--- src/rtl/hmem_arbiter_pkg.sv ---
// Shared types for the higher-memory arbiter: FSM states, requester identities,
// and small helpers that map between them.
package torrence_types;

  typedef enum logic [1:0] {
    IDLE    = 2'd0,
    GRANT_I = 2'd1,
    GRANT_D = 2'd2
  } hmem_arb_state_e;

  typedef enum logic {
    ICACHE = 1'b0,
    DCACHE = 1'b1
  } hmem_master_e;

  function automatic hmem_arb_state_e grant_state(input hmem_master_e m);
    return (m == ICACHE) ? GRANT_I : GRANT_D;
  endfunction

  function automatic hmem_master_e other_master(input hmem_master_e m);
    return (m == ICACHE) ? DCACHE : ICACHE;
  endfunction

endpackage

--- src/rtl/reset_if.sv ---
// Reset bundle shared across the cache slice; rst_n is asynchronous, active-low.
interface reset_if;
  logic rst_n;

  modport sink   (input  rst_n);
  modport source (output rst_n);
endinterface

--- src/rtl/hmem_arbiter_beat_counter.sv ---
// Burst beat counter: counts accepted beats and flags the last one of a line.
module hmem_beat_counter #(
  parameter int BEATS = 8
) (
  input  logic clk,
  input  logic rst_n,
  input  logic clear,
  input  logic incr,
  output logic done
);

  localparam int CNT_W = (BEATS > 1) ? $clog2(BEATS) : 1;
  localparam logic [CNT_W-1:0] LAST = CNT_W'(BEATS - 1);

  logic [CNT_W-1:0] count_reg;

  // done is combinational so the FSM can leave the grant on the final beat itself
  assign done = incr && (count_reg == LAST);

  always_ff @(posedge clk or negedge rst_n) begin
    if (!rst_n) begin
      count_reg <= '0;
    end else if (clear) begin
      count_reg <= '0;
    end else if (incr) begin
      count_reg <= done ? '0 : count_reg + 1'b1;
    end
  end

endmodule

--- src/rtl/hmem_arbiter.sv ---
// Two-master (icache/dcache) arbiter onto one higher-memory port, one line burst per grant.
// Define HMEM_ARB_DCACHE_PRIORITY_EN to make dcache win every tie instead of round-robin.
module hmem_arbiter
  import torrence_types::*;
#(
  parameter int LINE_SIZE = 32,
  parameter int XLEN      = 32
) (
  input  logic            clk,
  reset_if.sink           rst_if,

  input  logic            i_req,
  input  logic            i_we,
  input  logic [XLEN-1:0] i_addr,
  input  logic [XLEN-1:0] i_wdata,
  output logic            i_ready,
  output logic [XLEN-1:0] i_rdata,

  input  logic            d_req,
  input  logic            d_we,
  input  logic [XLEN-1:0] d_addr,
  input  logic [XLEN-1:0] d_wdata,
  output logic            d_ready,
  output logic [XLEN-1:0] d_rdata,

  output logic            m_req,
  output logic            m_we,
  output logic [XLEN-1:0] m_addr,
  output logic [XLEN-1:0] m_wdata,
  input  logic            m_ready,
  input  logic [XLEN-1:0] m_rdata
);

  localparam int BEATS = LINE_SIZE * 8 / XLEN;

  logic            rst_n;
  hmem_arb_state_e state_reg;
  hmem_arb_state_e tie_state;
  logic            beat;
  logic            beat_done;

  assign rst_n = rst_if.rst_n;

`ifdef HMEM_ARB_DCACHE_PRIORITY_EN
  assign tie_state = GRANT_D;
`else
  hmem_master_e last_grant_reg;

  assign tie_state = grant_state(other_master(last_grant_reg));
`endif

  // A beat only exists while granted; IDLE keeps m_req low so nothing counts there
  assign beat = (state_reg != IDLE) && m_req && m_ready;

  hmem_beat_counter #(
    .BEATS(BEATS)
  ) u_beat_counter (
    .clk   (clk),
    .rst_n (rst_n),
    .clear (state_reg == IDLE),
    .incr  (beat),
    .done  (beat_done)
  );

  always_ff @(posedge clk or negedge rst_n) begin
    if (!rst_n) begin
      state_reg      <= IDLE;
`ifndef HMEM_ARB_DCACHE_PRIORITY_EN
      last_grant_reg <= DCACHE;
`endif
    end else begin
      case (state_reg)
        IDLE: begin
          if (i_req && d_req) begin
            state_reg <= tie_state;
          end else if (i_req) begin
            state_reg <= GRANT_I;
          end else if (d_req) begin
            state_reg <= GRANT_D;
          end
        end
        // Grant is held until the full line moves, even if the owner pauses its request
        GRANT_I: begin
          if (beat_done) begin
            state_reg      <= IDLE;
`ifndef HMEM_ARB_DCACHE_PRIORITY_EN
            last_grant_reg <= ICACHE;
`endif
          end
        end
        GRANT_D: begin
          if (beat_done) begin
            state_reg      <= IDLE;
`ifndef HMEM_ARB_DCACHE_PRIORITY_EN
            last_grant_reg <= DCACHE;
`endif
          end
        end
        default: state_reg <= IDLE;
      endcase
    end
  end

  // Pure steering from the registered grant; the loser always sees zeros
  always_comb begin
    m_req   = 1'b0;
    m_we    = 1'b0;
    m_addr  = '0;
    m_wdata = '0;
    i_ready = 1'b0;
    i_rdata = '0;
    d_ready = 1'b0;
    d_rdata = '0;
    case (state_reg)
      GRANT_I: begin
        m_req   = i_req;
        m_we    = i_we;
        m_addr  = i_addr;
        m_wdata = i_wdata;
        i_ready = m_ready;
        i_rdata = m_rdata;
      end
      GRANT_D: begin
        m_req   = d_req;
        m_we    = d_we;
        m_addr  = d_addr;
        m_wdata = d_wdata;
        d_ready = m_ready;
        d_rdata = m_rdata;
      end
      default: ;
    endcase
  end

endmodule

--- src/flat_wrapper.sv ---
// flat-port wrapper written by rule: the top's interface ports become plain ports
module hmem_arbiter_flat import torrence_types::*;
#(
  parameter int LINE_SIZE = 32,
  parameter int XLEN      = 32
)
  (clk, i_req, i_we, i_addr, i_wdata, i_ready, i_rdata, d_req, d_we, d_addr, d_wdata, d_ready, d_rdata, m_req, m_we, m_addr, m_wdata, m_ready, m_rdata, rst_if_rst_n);
  reset_if rst_if_i ();
  input  logic clk;
  input  logic i_req;
  input  logic i_we;
  input  logic [XLEN-1:0] i_addr;
  input  logic [XLEN-1:0] i_wdata;
  output logic i_ready;
  output logic [XLEN-1:0] i_rdata;
  input  logic d_req;
  input  logic d_we;
  input  logic [XLEN-1:0] d_addr;
  input  logic [XLEN-1:0] d_wdata;
  output logic d_ready;
  output logic [XLEN-1:0] d_rdata;
  output logic m_req;
  output logic m_we;
  output logic [XLEN-1:0] m_addr;
  output logic [XLEN-1:0] m_wdata;
  input  logic m_ready;
  input  logic [XLEN-1:0] m_rdata;
  input wire logic [$bits(rst_if_i.rst_n)-1:0] rst_if_rst_n;
  assign rst_if_i.rst_n = rst_if_rst_n;
  hmem_arbiter #(.LINE_SIZE(LINE_SIZE), .XLEN(XLEN)) u_core (.clk(clk), .rst_if(rst_if_i), .i_req(i_req), .i_we(i_we), .i_addr(i_addr), .i_wdata(i_wdata), .i_ready(i_ready), .i_rdata(i_rdata), .d_req(d_req), .d_we(d_we), .d_addr(d_addr), .d_wdata(d_wdata), .d_ready(d_ready), .d_rdata(d_rdata), .m_req(m_req), .m_we(m_we), .m_addr(m_addr), .m_wdata(m_wdata), .m_ready(m_ready), .m_rdata(m_rdata));
endmodule
--- config.mk ---
export PLATFORM = sky130hd
export DESIGN_NAME = hmem_arbiter_flat
export DESIGN_NICKNAME = d
export VERILOG_FILES = /design/src/rtl/hmem_arbiter_pkg.sv /design/src/rtl/reset_if.sv /design/src/rtl/hmem_arbiter_beat_counter.sv /design/src/rtl/hmem_arbiter.sv /design/src/flat_wrapper.sv
export SDC_FILE = /design/constraint.sdc
export NUM_CORES = 1
export LEC_CHECK = 0
export BUFFER_PORTS_ARGS = -buffer_cell sky130_fd_sc_hd__buf_2
export CAP_MARGIN = 20
export CORE_AREA = 8 8 111 113
export CTS_BUF_LIST = sky130_fd_sc_hd__clkbuf_8
export DETAILED_ROUTE_END_ITERATION = 10
export DIE_AREA = 0 0 119 121
export GPL_ROUTABILITY_DRIVEN = 0
export HOLD_SLACK_MARGIN = 0.08
export PLACE_DENSITY = 0.65
export SKIP_LAST_GASP = 1
export SLEW_MARGIN = 10
export SYNTH_ARGS = -nofsm -noshare
export SYNTH_HDL_FRONTEND = slang
export SYNTH_SLANG_ARGS = --single-unit
--- constraint.sdc ---
create_clock -name clk -period 3.4 [get_ports clk]
set_input_delay 0.17 -clock clk [delete_from_list [all_inputs] [get_ports clk]]
set_output_delay 0.17 -clock clk [all_outputs]
set_load 0.01 [all_outputs]
==> results.md <==
* Post-synth cell types at 24
* Post-synthesis compound-gate area fraction at approximately a third
* Remaining global-route overflow at 0
* Layout area overhead at 90.39%
* Post-route cell area at approximately 0.0035 mm^2
* Critical Path Max Stage Delay at ~0.44 ns
* RSZ-0062 raised after global routing: false
* Clk slew on worst S/H paths at approximately 0.03 ns
* First-pass GRT wire length at roughly 16,000 um
* Final worst path period need at around 2.2 ns
* Least-Margin Pin Slew at between 0.6 and 0.7 ns
* Max Cap Viol at 0
* Startpoint types: flop
* Crit-path cells: inv_1, ha_2, buf_4, a22oi_1, nor2b_1, buf_2
* Nets at 716
* LEAKAGE at slightly below 0.002 uW
* Period utilisation layout at between 60% and 70%
* Crit-path slowest cell: buf_4
* Vias per inst at about 4.4
* Root Driver: clkbuf_8
* Seq/Total Area, Yosys at 8.248%
* Post-synthesis mux area share at 0%
* # clock sinks at 6
* # IOs at about 300
* Max Freq at approximately 450 MHz
* Final Util at between 30% and 40%
* PwrDens at ~550 mW/mm^2
* Largest net degree at the start of global routing at between 60 and 70
* DR vias at roughly 3,000
* Final setup fails at 0
* Slew Limit Headroom at 58.81%
* Vias in the first global route at around 2,800
* Main combinational cell family by area after synthesis: simple AND/OR/NAND/NOR gates
* Final hold violation count at 0
* Skew final at approximately 0.009 ns
* Die X at around 120 um
* Pre-antenna DRT Iters at 5
* Antenna viol nets, final at 0
* Critical Path End: m_wdata[13]
* Synth Area in Simple Gates at between 40% and 50%
* Seq cells post-synth at 6
* DP Area at 0.003440 mm^2
* CTS tree: yes
* Die Span Y at 121 um
* Reg2reg setup slack at ~1.4 ns
* FP Rows at 38
* Synthesized Nets at about 440
* Most common cell after layout, fill and taps aside: buf_2
* Peak supply drop at 0.4198 mV
* Slew Viols, Final at 0
* Hold WS at a little under 0.3 ns
* Core area at about 0.011 mm^2
* Synth Cell Area at roughly 0.0018 mm^2
* XOR/XNOR share of the synthesized area at 0%
* Syn avg cell area at 6.953 um^2
* Hold crit path type: in2reg
* Post-synthesis adder-cell area fraction at under 10%
* Filler cells at roughly 1,200
* CP Capture Type: output pin
* Non-Filler Instances at about 700
* Initial antenna violation count at 0
* ANT cells at 0
* Sum Neg Setup Slack at 0 ns
* Syn Inst Count at about 260
* Layout cell share with drive strength beyond 1 at approximately 57%
* CTS Buffer Depth at 2
* Initial Util at between 10% and 20%
* Final wirelength at between 10,000 and 15,000 um
* R2r worst-path depth at 5
* Reg2reg end: u_core.u_beat_counter.count_reg[2]
* Dpl cells at 678
* Crit path from: u_core.state_reg[0]
* Port Buf Inserts at about 300
* Most frequent cells in the layout: 298 x buf_2, 70 x nor2b_1, 66 x and2_1, 65 x a22oi_1, 5 x dfrtp_1
* Tot GR Track Use at 13.74%
* Iteration-0 DRC count of the detailed router at around 210
* Req. time, crit path at between 3 and 4 ns
* Ys Warns at 0
* Die ar. at around 0.014 mm^2
* DRC violations left at 0
* HPWL after DPL at roughly 9500 um
* H-tree Lvls at 1
* Routed wire per std cell at 16.31 um
* Status: finished clean
* Number of buffers created by CTS at 3
* R2R Path Start: u_core.state_reg[1]
* Max FFs per register at 3
* WS Path Type: reg2out
* Worst EP arrival at between 2 and 2.5 ns
* Worst-path maximum fanout at 40
* Clk_lat worst skew at about 0.23 ns
-- critical path, delay by kind of cell, from the launching register on --
| kind | cells | cell delay [ns] |
|---|---|---|
| adder cells (fa/ha/maj) | 1 | 0.42 |
| AO/OA/AOI/OAI | 1 | 0.16 |
| AND/OR/NAND/NOR | 1 | 0.17 |
| buffers and inverters | 3 | 0.68 |
| flip-flops | 1 | 0.39 |
-- what timing repair did --
item,in CTS,in global routing
resized for setup,0,0
endpoints found under the hold margin,6,0
setup buffers,0,0
hold buffers,1,0
-- metal layers --
| layer | wire, um | global-route usage [%] | share of wire, % |
|---|---|---|---|
| met5 | 0 | 0 | 0 |
| met4 | 102 | 2.451 | 0.92 |
| met3 | 864 | 3.164 | 7.8 |
| met2 | 5617 | 23.08 | 50 |
| met1 | 4553 | 17.66 | 41 |
-- cell usage after synthesis (all sizes together) --
cell | count | area [um^2]
o41ai | 1 | 8.760
clkbuf | 25 | 93.84
nand3b | 1 | 7.510
nor2b | 70 | 437.9
o21ai | 3 | 15.01
and2 | 66 | 412.9
dfstp | 1 | 26.28
nand2 | 2 | 7.510
or4b | 1 | 10.01
o22a | 2 | 17.52
ha | 5 | 62.56
nand2b | 1 | 6.260
or4 | 1 | 7.510
a32o | 2 | 20.02
and4b | 1 | 10.01
inv | 3 | 11.26
buf | 4 | 23.76
dfrtp | 5 | 125.1
a21oi | 3 | 15.01
a22oi | 66 | 509.2
nor3b | 1 | 7.510
-- where the power goes --
part,total [uW],internal [uW],switching (uW)
logic,1710,775,933
registers,92.0,82.6,9.35
clock network,112,77.9,34.3
total,1910,935,977
-- worst min path at each step --
stage,startpoint,end,depth (start not counted)
6_report,d_req,u_core.state_reg[1],2
3_5_place_dp,rst_if_rst_n,u_core.u_beat_counter.count_reg[1],1
2_1_floorplan,rst_if_rst_n,u_core.state_reg[0],0
4_1_cts,d_req,u_core.state_reg[1],2
3_3_place_gp,rst_if_rst_n,u_core.u_beat_counter.count_reg[1],1
5_1_grt,d_req,u_core.state_reg[1],2
-- cell type report --
cell class	instances	area, um^2	area share [%]
clock buffers	3	41.29	1.182
clock inverters	1	3.754	0.1074
inverters	3	11.26	0.3222
multi-input cells	226	1560	44.65
flip-flops and latches	6	151.4	4.332
well taps	140	175.2	5.013
repair buffers	304	1551	44.40
-- logic make-up (layout without fill, tap and decap cells) --
kind of cell    count (synthesis)  count (layout)
flops                           6               6
fa+ha+maj                       5               5
simple gates                  144             144
buf+inv                        32             311
compound gates                 77              77
-- through the flow --
stage | setup WS [ns] | total power [uW]
after floorplan | 1.786 | 1189
after global placement | 1.392 | 1815
after detailed placement | 1.392 | 1814
after CTS | 1.142 | 1936
after global routing | 0.9853 | 2083
final | 1.177 | 1912
No activity file was read; power rests on OpenSTA's default activity.
